--- src/rtl/store_narrow_unit.sv ---
// Sub-word store path for a word-wide memory without byte enables.
// SB/SH stores read the word, merge the target lanes and write it back; SW writes directly.
module store_narrow_unit #(
  parameter int MEM_LAT = 1,
  parameter int ADDR_W  = 32
) (
  input  logic              i_clk,
  input  logic              i_reset,
  input  logic              i_start,
  input  logic [1:0]        i_mode,
  input  logic [ADDR_W-1:0] i_addr,
  input  logic [31:0]       i_wdata,
  output logic              o_busy,
  output logic              o_done,
  output logic              o_err,
  output logic              o_trunc_loss,
  output logic [ADDR_W-1:0] o_mem_addr,
  output logic              o_mem_read,
  output logic              o_mem_write,
  output logic [31:0]       o_mem_wdata,
  input  logic [31:0]       i_mem_rdata
);

  typedef enum logic [2:0] {
    S_IDLE  = 3'd0,
    S_CHECK = 3'd1,
    S_RD    = 3'd2,
    S_WAIT  = 3'd3,
    S_WR    = 3'd4,
    S_FIN   = 3'd5
  } state_t;

  localparam logic [1:0] LAST_CNT = 2'(MEM_LAT - 1);

  state_t            r_state;
  state_t            w_state_nxt;
  logic [1:0]        r_mode;
  logic [ADDR_W-1:0] r_addr;
  logic [31:0]       r_wdata;
  logic [1:0]        r_cnt;
  logic              r_busy;
  logic              r_done;
  logic              r_err;
  logic              r_trunc_loss;
  logic [ADDR_W-1:0] r_mem_addr;
  logic              r_mem_read;
  logic              r_mem_write;
  logic [31:0]       r_mem_wdata;
  logic              w_err;
  logic              w_trunc;
  logic [31:0]       w_merged;

  // Access legality, truncation check and lane merge, all from the captured request.
  always_comb begin
    w_err    = 1'b0;
    w_trunc  = 1'b0;
    w_merged = i_mem_rdata;
    case (r_mode)
      2'b00: begin
        w_err   = 1'b0;
        w_trunc = (r_wdata[31:8] != {24{r_wdata[7]}});
        w_merged[{r_addr[1:0], 3'b000} +: 8] = r_wdata[7:0];
      end
      2'b01: begin
        w_err   = r_addr[0];
        w_trunc = (r_wdata[31:16] != {16{r_wdata[15]}});
        w_merged[{r_addr[1], 4'b0000} +: 16] = r_wdata[15:0];
      end
      2'b10: begin
        w_err   = (r_addr[1:0] != 2'b00);
        w_trunc = 1'b0;
      end
      default: begin
        w_err   = 1'b1;
        w_trunc = 1'b0;
      end
    endcase
  end

  // Next-state logic.
  always_comb begin
    w_state_nxt = r_state;
    case (r_state)
      S_IDLE: begin
        if (i_start) w_state_nxt = S_CHECK;
        else         w_state_nxt = S_IDLE;
      end
      S_CHECK: begin
        if (w_err)                 w_state_nxt = S_FIN;
        else if (r_mode == 2'b10)  w_state_nxt = S_WR;
        else                       w_state_nxt = S_RD;
      end
      S_RD:    w_state_nxt = S_WAIT;
      S_WAIT: begin
        if (r_cnt == LAST_CNT) w_state_nxt = S_WR;
        else                   w_state_nxt = S_WAIT;
      end
      S_WR:    w_state_nxt = S_FIN;
      S_FIN:   w_state_nxt = S_IDLE;
      default: w_state_nxt = S_IDLE;
    endcase
  end

  // State, request capture and registered outputs (decoded from the next state).
  always_ff @(posedge i_clk) begin
    if (i_reset) begin
      r_state      <= S_IDLE;
      r_mode       <= 2'b00;
      r_addr       <= '0;
      r_wdata      <= 32'h0000_0000;
      r_cnt        <= 2'b00;
      r_busy       <= 1'b0;
      r_done       <= 1'b0;
      r_err        <= 1'b0;
      r_trunc_loss <= 1'b0;
      r_mem_addr   <= '0;
      r_mem_read   <= 1'b0;
      r_mem_write  <= 1'b0;
      r_mem_wdata  <= 32'h0000_0000;
    end else begin
      r_state <= w_state_nxt;
      if (r_state == S_IDLE && i_start) begin
        r_mode  <= i_mode;
        r_addr  <= i_addr;
        r_wdata <= i_wdata;
      end
      if (r_state == S_WAIT) r_cnt <= r_cnt + 2'd1;
      else                   r_cnt <= 2'b00;

      r_busy       <= (w_state_nxt != S_IDLE);
      r_done       <= (w_state_nxt == S_FIN);
      r_err        <= (w_state_nxt == S_FIN) && w_err;
      r_trunc_loss <= (w_state_nxt == S_FIN) && !w_err && w_trunc;
      r_mem_read   <= (w_state_nxt == S_RD);
      r_mem_write  <= (w_state_nxt == S_WR);

      // Word address appears with the first memory strobe and holds until the pulse of done.
      if (r_state == S_CHECK && !w_err)  r_mem_addr <= {r_addr[ADDR_W-1:2], 2'b00};
      else if (w_state_nxt == S_IDLE)    r_mem_addr <= '0;
      else                               r_mem_addr <= r_mem_addr;

      if (r_state == S_CHECK && w_state_nxt == S_WR)     r_mem_wdata <= r_wdata;
      else if (r_state == S_WAIT && w_state_nxt == S_WR) r_mem_wdata <= w_merged;
      else if (w_state_nxt == S_IDLE)                    r_mem_wdata <= 32'h0000_0000;
      else                                               r_mem_wdata <= r_mem_wdata;
    end
  end

  assign o_busy       = r_busy;
  assign o_done       = r_done;
  assign o_err        = r_err;
  assign o_trunc_loss = r_trunc_loss;
  assign o_mem_addr   = r_mem_addr;
  assign o_mem_read   = r_mem_read;
  assign o_mem_write  = r_mem_write;
  assign o_mem_wdata  = r_mem_wdata;

endmodule

--- config.mk ---
export PLATFORM = sky130hd
export DESIGN_NAME = store_narrow_unit
export DESIGN_NICKNAME = d
export VERILOG_FILES = /design/src/rtl/store_narrow_unit.sv
export SDC_FILE = /design/constraint.sdc
export NUM_CORES = 1
export LEC_CHECK = 0
export ABC_AREA = 1
export CAP_MARGIN = 20
export CORE_ASPECT_RATIO = 0.7
export CORE_MARGIN = 2
export CORE_UTILIZATION = 49
export DETAILED_ROUTE_END_ITERATION = 7
export HOLD_SLACK_MARGIN = 0.02
export PLACE_DENSITY_LB_ADDON = 0.15
export SLEW_MARGIN = 10
export SYNTH_ARGS = -nofsm -noshare
export SYNTH_HDL_FRONTEND = slang
export SYNTH_SLANG_ARGS = --single-unit
--- constraint.sdc ---
create_clock -name i_clk -period 2.67 [get_ports i_clk]
set_input_delay 0.534 -clock i_clk [delete_from_list [all_inputs] [get_ports i_clk]]
set_output_delay 0.534 -clock i_clk [all_outputs]
set_load 0.01 [all_outputs]
### Word-level counts from Yosys, hierarchy flattened

Index checks and enable logic that the tools add are counted.

* $add $sub $neg: 3
* $mul: 0
* div/mod/pow operators: 0
* order comparisons: 0
* equality and inequality tests: 11
* shifts and indexed selects: 4
* muxes and demuxes: 15
* bitwise gates (word level): 1
* reductions and logical operators: 17

Operators with widths (number)
* $mux 32: 5
* $bwmux 32: 2
* $pmux 32 s2: 1
* $shift 16x7->32 const A: 1
* $shift 8x7->32 const A: 1
* $shiftx 16x7->32: 1
* $shiftx 8x7->32: 1
* $ne 24x24->1: 1
* $ne 16x16->1: 1
* $pmux 3 s5: 1
* $neg 5->7: 2
* $eq 3x2->1 const B: 3
* $eq 3x3->1 const B: 3
* $mux 3: 3
* $logic_and 1x1->1: 7
* $logic_not 3->1: 2
* $reduce_bool 3->1: 2
* $logic_not 2->1: 2
* $reduce_bool 2->1: 2
* $eq 3x1->1 const B: 1
* $pmux 1 s3: 1
* $add 2x1->2 const B: 1
* $eq 2x1->1 const B: 1
* $eq 2x2->1 const B: 1
* other kinds (5): 5

* register bits after elaboration: 139
* latch bits: 0
* memory bits (writable): 0
* ROM bits: 0
* bits of input ports: 101
* output and inout port bits: 70
* memories kept: 0

### Depth between registers and ports, before layout

* word-level depth: 8
* mapped depth: 14
* gate-level depth less buffers: 13

### Least setup slack after synthesis

OpenSTA, ideal clock, no wires.

* kind: flip-flop to flip-flop
* start: register r_addr[0]
* end: register r_mem_wdata[28] (netlist: o_mem_wdata[28])
* library setup time: 0.110 ns
* data arrival time: 1.780 ns
* data required time: 2.560 ns
* setup slack: 0.780 ns
* cell stages (with the launch flop): 15
* buffers on the path: 3
* path through: dfxtp_1 buf_2 inv_1 ha_1 clkbuf_1 nand2_1 nand3_1 nand2_1 nand2_4 nand2_2 buf_6 nand2_1 nand3_1 nand2_1 inv_1

* longest elaborated chain between the ends: 8
* elaborated cells on any way between the ends: 16
* classes of those cells: 1 x add/sub; 1 x eq/ne; 2 x shift; 7 x mux; 5 x reduce/logical

Ends and longest elaborated chain
* start, declared: line 38 `logic [ADDR_W-1:0] r_addr;`
* start signal, assigned: line 124 `r_addr <= i_addr;`
* parallel branches: the longest is 8 deep, another holds $neg 5->7
* end signal, assigned: line 142 `if (r_state == S_CHECK && w_state_nxt == S_WR) r_mem_wdata <= r_wdata;`
* end signal, assigned: line 143 `else if (r_state == S_WAIT && w_state_nxt == S_WR) r_mem_wdata <= w_merged;`
* end signal, assigned: line 145 `else r_mem_wdata <= r_mem_wdata;`
* end, declared: line 48 `logic [31:0] r_mem_wdata;`

Several ways; the timed one is not identified.
A chain may end at the register's enable or synchronous reset.

### Worst setup path after layout

* start: register r_addr[1]
* end: register r_mem_addr[9] (netlist: o_mem_addr[9])

* longest elaborated chain between the ends: 6
* elaborated cells on any way between the ends: 9
* classes of those cells: 4 x mux; 5 x reduce/logical

Ends and longest elaborated chain
* $reduce_bool 2->1 *: line 70 `w_err = (r_addr[1:0] != 2'b00);`
* $pmux 1 s3 *: line 58 `case (r_mode)`
* $mux 3: line 89 `if (w_err) w_state_nxt = S_FIN;`
* $pmux 3 s5: line 83 `case (r_state)`
* $logic_not 3->1: line 139 `else if (w_state_nxt == S_IDLE) r_mem_addr <= '0;`
* $reduce_bool 2->1 (no source line)
* end signal, assigned: line 138 `if (r_state == S_CHECK && !w_err) r_mem_addr <= {r_addr[ADDR_W-1:2], 2'b00};`
* end signal, assigned: line 140 `else r_mem_addr <= r_mem_addr;`
* end, declared: line 45 `logic [ADDR_W-1:0] r_mem_addr;`

Every way passes the cells marked *; elsewhere a longest branch is shown, timed or not.

==> metrics <==
drt first pass iters=6; WL met1=9730 um; cell taking the most area after synthesis=dfxtp_1; syn_area_per_cell=7.04 um2; Final setup viols=0; design area=9060 um2; most frequent cells after synthesis=nand2_1, dfxtp_1, a21oi_1; total CTS buffers=17; Ant. Diodes=0; CP bufs+invs=2; Synth warnings=0; GRT Total Usage=29.5%; pin count of the biggest net entering global routing=68; clock skew=0.0116 ns; Cell Pwr Density=807 nW/um2; initial antenna violation count=0; most frequent CP cell=nand2_1; clock tree buffer depth=2; met2 routed WL=8850 um; final instance count without filler cells=1287; Worst path max stage delay=0.73 ns; RSZ-0062 raised after global routing=no; worst slew pin tran=0.988 ns; area grow syn2layout=35.8%; Die W=143 um; io pins=171; vias in the first global route=6703; Root Buffer=clkbuf_16; Final Core Density=68.5%; initial core utilization=50.4%; Seq/Total Area, Yosys=41.7%; largest cells by area after synthesis=dfxtp_1, nand2_1, a21oi_1; DR vias/cell=5.64; WL/cell=16.4 um; IO Port Bufs=168; Final Hold Fails=0; worst path arrival time=2.51 ns; WL met3=2020 um; EDFF count, synth=0; GPL Wtd Cong=0.971; Overflow after GRT=0; drt drc=0; Setup TNS Final=0 ns; worst hold slack=0.412 ns; Nets=1196; DPL Wire Length=14400 um; routed wire length=21100 um; most frequent cell after synthesis=nand2_1; die height=102 um; Vias=7261; maxcap violations=0; Slew HR=34.1%; placed instance count=1255; Crit Path Class=flop to flop; Resize count post-CTS=0; max-slew violations=0; Detail Route Antenna Nets=0; Worst-path clk slew=0.06 ns; worst vdd ir=0.501 mV; Cells after Synth=947; Seq cells post-synth=139; FMAX=460 MHz; mapped cell area=6670 um2; worst-path fanout max=30; Tmin final=2.17 ns; Top delay family on crit path=buffers and inverters; first-pass GRT wire length=33500 um; class of the worst hold path=flop to flop; post-place instance area=8460 um2; hold_buf cts=0; dominant synthesized flop cell=dfxtp_1; layout cells sized above 1=6.81%; CTS tree=done; Netlist cell types=32; post-CTS setup buffer count=0; worst skew pair latency=0.42 ns; Lkg Pwr=3.60 nW; Critical-path top delay cell=inv_1; CTS H-tree lvls=4; status=completed; CP Launch Type=flop; part of the cycle the worst path needs=81.4%; Die Area=14600 um2; Detailed Route Iter0 Violations=577; core area=13200 um2; Worst EP required=3.01 ns; crit-path cells=inv_1, ha_1, nand2_1, nand2_1, nand2_1, inv_1, nand2_1, a21oi_1; endpoint type of the worst setup path=flop; Rows=35; uppermost layer routed=met4; top-area cell type share of the netlist area=41.7%; CTS sink cnt=139; asr flop ratio synth=0%
[cell usage in the layout, fill, tap and decap left out, drive strengths merged, types with 2 or more instances in the layout]
cell type and n:
nand2 210, clkdlybuf4s50 167, dfxtp 139, a21oi 128, nand3 114, inv 93
o21ai 67, nand4 53, nor2 24, buf 24, o2111ai 18, clkbuf 18
o211ai 13, or2 7, nor3 6, ha 6, clkinv 6, conb 2
bufinv 2
[metrics by stage]
| stage | setup WS, ns | power [W] |
|---|---|---|
| after floorplan | 0.780 | 0.00408 |
| after global placement | 0.475 | 0.00486 |
| after detailed placement | 0.424 | 0.00488 |
| after CTS | 0.485 | 0.00729 |
| after global routing | 0.205 | 0.00771 |
| final | 0.497 | 0.00731 |
[sequential cells by signal, summed over array words and instances, names as in the netlist, 2 cells and up]
| register | flops |
|---|---|
| r_mode | 2 |
| r_state | 3 |
| r_addr | 32 |
| r_cnt | 2 |
| o_mem_addr | 30 |
| o_mem_wdata | 32 |
| r_wdata | 32 |
[layout make-up]
| type | instances | area [um2] |
|---|---|---|
| clock buffer | 18 | 439 |
| clock inverter | 14 | 159 |
| fill | 1201 | 4170 |
| inverter | 88 | 330 |
| multi-input combinational | 652 | 3240 |
| sequential | 139 | 2780 |
| tap | 185 | 231 |
| timing repair buffer | 191 | 1870 |
[power breakdown]
part,internal (W),switching [W],leakage (nW)
clock network,0.00142,0.000988,0.294
logic,0.000792,0.00160,2.17
registers,0.00232,0.000181,1.13
[worst reg2reg max path: stages, from the launching register on]
cell,delay (ns)
dfxtp_1,0.31
inv_1,0.23
ha_1,0.23
nand2_1,0.07
nand2_1,0.12
nand2_1,0.08
inv_1,0.73
nand2_1,0.16
a21oi_1,0.18
[worst paths after layout]
| path | from | to | slack [ns] | depth (start not counted) |
|---|---|---|---|---|
| worst min register to register | r_cnt[0]$_SDFF_PP0_ | r_cnt[0]$_SDFF_PP0_ | 0.41 | 1 |
| worst min-delay path | r_cnt[0]$_SDFF_PP0_ | r_cnt[0]$_SDFF_PP0_ | 0.41 | 1 |
| worst max-delay path | r_addr[1]$_SDFFE_PP0P_ | o_mem_addr[9]$_SDFFE_PP0P_ | 0.50 | 8 |
| worst max register to register | r_addr[1]$_SDFFE_PP0P_ | o_mem_addr[9]$_SDFFE_PP0P_ | 0.50 | 8 |
[kinds of logic after synthesis]
| group | synth area share, % |
|---|---|
| DFF | 41.7 |
| AOI/OAI and AO/OA | 18.8 |
| adders and majority gates | 1.13 |
| other | 0.0562 |
| buffers and inverters | 9.77 |
| and+or+nand+nor | 28.5 |
[metal layers]
metal / vias up / global-route usage, %
met3: 44 / 7.57
met2: 367 / 42.9
met4: 0 / 10.9
met5: - / 0
met1: 3328 / 42.1
li1: 3522 / -
(Power assumes the default switching activity.)
